`src/rtl/router_in_buf.sv`:
```
// Router input buffer: flit FIFO plus a head-flit routing FSM (IDLE/ROUTE/LATCH/ACTIVE).
// Optional sticky drop flag "err" is enabled by defining ROUTER_IN_BUF_ERR_EN.
module router_in_buf #(
    parameter int WIDTH = 16,
    parameter int DEPTH = 4
) (
    input  logic             clk,
    input  logic             rst,
    input  logic             in_valid,
    input  logic [WIDTH-1:0] in_flit,
    output logic             in_ready,
    output logic             rc_en,
    output logic [2:0]       rc_dst,
    input  logic [2:0]       rc_port,
    output logic             out_valid,
    output logic [WIDTH-1:0] out_flit,
    output logic [2:0]       out_port,
    input  logic             out_ready
`ifdef ROUTER_IN_BUF_ERR_EN
    ,
    output logic             err
`endif
);

    localparam int AW = $clog2(DEPTH);
    localparam logic [AW:0] FULL_CNT = (AW+1)'(DEPTH);

    typedef enum logic [1:0] {
        IDLE,
        ROUTE,
        LATCH,
        ACTIVE
    } state_t;

    state_t           state;
    state_t           next_state;
    logic [WIDTH-1:0] mem [DEPTH];
    logic [AW-1:0]    wr_ptr;
    logic [AW-1:0]    rd_ptr;
    logic [AW:0]      count;
    logic [WIDTH-1:0] front;
    logic             empty;
    logic             push;
    logic             pop;
    logic             drop;
    logic             xfer;
    logic             front_head;
    logic             front_tail;

    // Type bit 14 marks a head (01/11), bit 15 marks a tail (10/11).
    assign front      = mem[rd_ptr];
    assign front_head = front[14];
    assign front_tail = front[15];
    assign empty      = (count == '0);
    assign in_ready   = (count != FULL_CNT);
    assign push       = in_valid && in_ready;
    assign xfer       = out_valid && out_ready;
    assign pop        = xfer || drop;
    assign rc_dst     = front[13:11];
    assign out_flit   = front;

    always_ff @(posedge clk) begin
        if (push) begin
            mem[wr_ptr] <= in_flit;
        end
    end

    // Pointers wrap naturally because DEPTH is a power of two.
    always_ff @(posedge clk or posedge rst) begin
        if (rst) begin
            wr_ptr <= '0;
            rd_ptr <= '0;
            count  <= '0;
        end else begin
            if (push) begin
                wr_ptr <= wr_ptr + 1'b1;
            end
            if (pop) begin
                rd_ptr <= rd_ptr + 1'b1;
            end
            case ({push, pop})
                2'b10:   count <= count + 1'b1;
                2'b01:   count <= count - 1'b1;
                default: count <= count;
            endcase
        end
    end

    always_ff @(posedge clk or posedge rst) begin
        if (rst) begin
            state <= IDLE;
        end else begin
            state <= next_state;
        end
    end

    // The head stays at the FIFO front through ROUTE and LATCH, so it leaves first.
    always_comb begin
        next_state = state;
        rc_en      = 1'b0;
        out_valid  = 1'b0;
        drop       = 1'b0;
        case (state)
            IDLE: begin
                if (!empty) begin
                    if (front_head) begin
                        next_state = ROUTE;
                    end else begin
                        drop = 1'b1;
                    end
                end
            end
            ROUTE: begin
                rc_en      = 1'b1;
                next_state = LATCH;
            end
            LATCH: begin
                next_state = ACTIVE;
            end
            ACTIVE: begin
                out_valid = !empty;
                if (out_valid && out_ready && front_tail) begin
                    next_state = IDLE;
                end
            end
            default: begin
                next_state = IDLE;
            end
        endcase
    end

    always_ff @(posedge clk or posedge rst) begin
        if (rst) begin
            out_port <= 3'b000;
        end else if (state == LATCH) begin
            out_port <= rc_port;
        end
    end

`ifdef ROUTER_IN_BUF_ERR_EN
    always_ff @(posedge clk or posedge rst) begin
        if (rst) begin
            err <= 1'b0;
        end else if (drop) begin
            err <= 1'b1;
        end
    end
`endif

endmodule

```
`config.mk`:
```
export PLATFORM = sky130hd
export DESIGN_NAME = router_in_buf
export DESIGN_NICKNAME = d
export VERILOG_FILES = /design/src/rtl/router_in_buf.sv
export SDC_FILE = /design/constraint.sdc
export NUM_CORES = 1
export LEC_CHECK = 0
export CORE_ASPECT_RATIO = 1.2
export CORE_MARGIN = 1
export CORE_UTILIZATION = 45
export CTS_BUF_LIST = sky130_fd_sc_hd__clkbuf_8
export DETAILED_ROUTE_END_ITERATION = 16
export PLACE_DENSITY = 0.75
export SETUP_SLACK_MARGIN = 0.3
export SLEW_MARGIN = 20
export SYNTH_ARGS = -nofsm -noshare
export SYNTH_HDL_FRONTEND = slang
export SYNTH_SLANG_ARGS = --single-unit
```
`constraint.sdc`:
```
create_clock -name clk -period 2.6 [get_ports clk]
set_input_delay 0.39 -clock clk [delete_from_list [all_inputs] [get_ports clk]]
set_output_delay 0.39 -clock clk [all_outputs]
set_load 0.01 [all_outputs]
```
==> summary.txt <==
Status
  • Status: completed

STA
  • Final setup vio count: 0
  • Hold Vio Cnt, Final: 0
  • Period utilization: 91.3%
  • RSZ-0062 raised after global routing: true
  • Setup_tns: 0 ns
  • Clk_skew: 0.00916 ns
  • F_max: 421 MHz
  • Min Hold Slack: 0.359 ns
  • Pins Over Slew Limit: 0
  • Post-route minimum period: 2.37 ns
  • Worst Max-Slew Pin Slew: 0.474 ns
  • Worst slew margin: 68.4%

Clock network
  • Hold Buf Count CTS: 0
  • CTS clock-pin slew for the worst setup and hold paths: 0.08 ns
  • Clock Root Buffer: clkbuf_8
  • TritonCTS Buffers: 9
  • CTS sink cnt: 76
  • Clock Path Buffers: 2
  • TritonCTS clock tree: done
  • CTS H-tree lvls: 3
  • Worst-Skew Late Latency: 0.34 ns

Setup path
  • CP Cell Sequence: buf_12 > mux4_1 > clkdlybuf4s50_1
  • CP Capture Type: output pin
  • Slowest stage cell, crit path: mux4_1
  • CP required: 2.21 ns
  • Crit-path max cell delay: 0.57 ns
  • Critical path class: reg -> out
  • CP startpoint kind: flip-flop
  • CP arrival: 1.98 ns
  • Max FO, Critical Path: 15

Finish
  • Most common cell after layout, fill and taps aside: edfxtp_1
  • Layout area overhead: 27.6%
  • Final Non-Filler Cells: 309
  • Nets: 252
  • Diodes inserted: 0
  • Most frequent cells in the layout: 64 x edfxtp_1, 39 x clkdlybuf4s50_1, 12 x dfrtp_1, 12 x buf_4, 11 x inv_1
  • Layout cell share with drive strength beyond 1: 22.3%
  • Fin area: 0.00397 mm²

Synthesis
  • Post-Synth Simple-Gate Area: 3.18%
  • Post-Syn Nets: 187
  • Synth unique cells: 30
  • Largest family of logic cells by synthesized area: multiplexers
  • Mapped Avg Cell Area: 20.2 µm²
  • Top-area cell type share of the netlist area: 61.7%
  • Synth Area in Adders: 4.26%
  • Syn Std Cell Area: 0.00311 mm²
  • Post-Synth XOR/XNOR Area: 1.69%
  • Compound-Gate Fraction of Synth Area: 1.49%
  • Sequential share of the synthesized area: 71.4%
  • Cells after synthesis: 154
  • FF+latch count, synth: 76
  • Yosys warnings: 0
  • Mux cell area share after synthesis: 14.5%
  • Area leader, netlist: edfxtp_1
  • Ranking of synthesized cells by area: edfxtp_1 62%, dfrtp_1 9.6%, mux4_2 7.2%

Global routing
  • Total gr overflow: 0
  • First-pass GRT wire length: 7980 µm
  • Initial antenna violation count: 0
  • Vias in the first global route: 1,605
  • Gr usage total: 15.3%
  • Largest net degree at the start of global routing: 18

Floorplanning
  • Starting Density: 47.4%
  • Cell Rows: 32
  • Io pins: 48
  • Die X: 77.9 µm
  • Die height: 93.1 µm
  • Die area: 0.00726 mm²
  • Core footprint: 0.00657 mm²

Route
  • Vias after detailed routing: 1,549
  • Post-route ant nets: 0
  • Drt wl/cell: 16.0 µm
  • Detailed Routing Iterations Pass 1: 4
  • Initial DRC Count: 82
  • Post-Route WL: 4950 µm
  • Residual DRC: 0
  • DR vias/cell: 5.01

Pwr
  • Worst VDD drop: 535 µV
  • Tot Pwr: 4.52 mW
  • Pwr dens: 1140 mW/mm²
  • Lkg Pwr: 1.52 nW

Placed design
  • Placer Congestion: 0.729
  • Dpl hpwl: 3130 µm
  • IO Port Bufs: 47
  • Placement Cell Area: 0.00368 mm²
  • Placed insts: 286

Flow run
  • Max-cap check violation count: 0

Min path
  • Hold WC Path Type: in -> async
layout make-up:
type,count,area (µm²)
clock buffer,9,124
inverter,10,37.5
timing repair buffer,61,608
multi-input combinational,61,806
fill,485,2590
tap,85,106
clock inverter,7,67.6
sequential,76,2220
cells in the mapped netlist (all sizes together):
cell	instances
nand3	2
o31ai	1
nand2	2
mux4	15
xor2	3
a211oi	1
nor2	2
ha	9
a222oi	1
nor3	1
nor2b	1
clkbuf	1
and2	2
and2b	1
mux2i	4
buf	6
a22oi	1
nand2b	1
xnor2	3
edfxtp	64
fa	1
dfrtp	12
and3	4
inv	10
a21oi	1
mux2	5
sequential cells by signal, indices dropped and copies added, names as in the netlist:
signal,flops
out_port,3
count,3
state,2
wr_ptr,2
mem,64
rd_ptr,2
report_power, final:
group          switching, mW  internal, mW
Combinational          0.831          1.07
Sequential             0.122          1.65
Clock                  0.414         0.439
Total                   1.37          3.16
per-layer routing:
layer | global-route usage, % | wire length [µm]
met1 | 19.0 | 2120
met4 | 7.87 | 78
met3 | 3.90 | 191
met5 | 0 | 0
met2 | 24.9 | 2560
final timing paths:
check,start,endpoint,slack [ns],cells past startpoint
min reg2reg,out_port[0]$_DFFE_PP0P_,out_port[0]$_DFFE_PP0P_,0.52,1
max in group asynchronous,rst,wr_ptr[0]$_DFFE_PP0P_,1.91,2
max reg2reg,rd_ptr[0]$_DFFE_PP0P_,count[2]$_DFFE_PP0P_,0.27,10
min,rst,count[0]$_DFFE_PP0P_,0.36,2
min in group clk,out_port[0]$_DFFE_PP0P_,out_port[0]$_DFFE_PP0P_,0.52,1
max,rd_ptr[0]$_DFFE_PP0P_,out_flit[4],0.23,3
critical path: cells and delay by family (launching register included):
kind / cells / cell delay (ns)
DFF: 1 / 0.40
buffers and inverters: 2 / 0.67
muxes: 1 / 0.57
what timing repair did:
item                                    in CTS  in global routing
buffers inserted                             4                  3
hold endpoints to repair                     0                  0
endpoints found under the setup margin      19                 20
gates resized for setup                      6                  7
pin swaps                                    3                  0
cells by family after synthesis:
kind of cell,Yosys count
buffers and inverters,17
xor gates and xnor gates,6
adders and majority gates,10
and+or+nand+nor,16
muxes,24
AOI/OAI and AO/OA,5
DFF,76
per-stage QoR:
stage	utilization (%)	setup WS, ns
after floorplan	-	0.238
after global placement	56.1	0.346
after detailed placement	56.1	0.311
after CTS	59.9	0.206
after global routing	60.5	0.141
final	60.5	0.227
(Power assumes the default switching activity.)
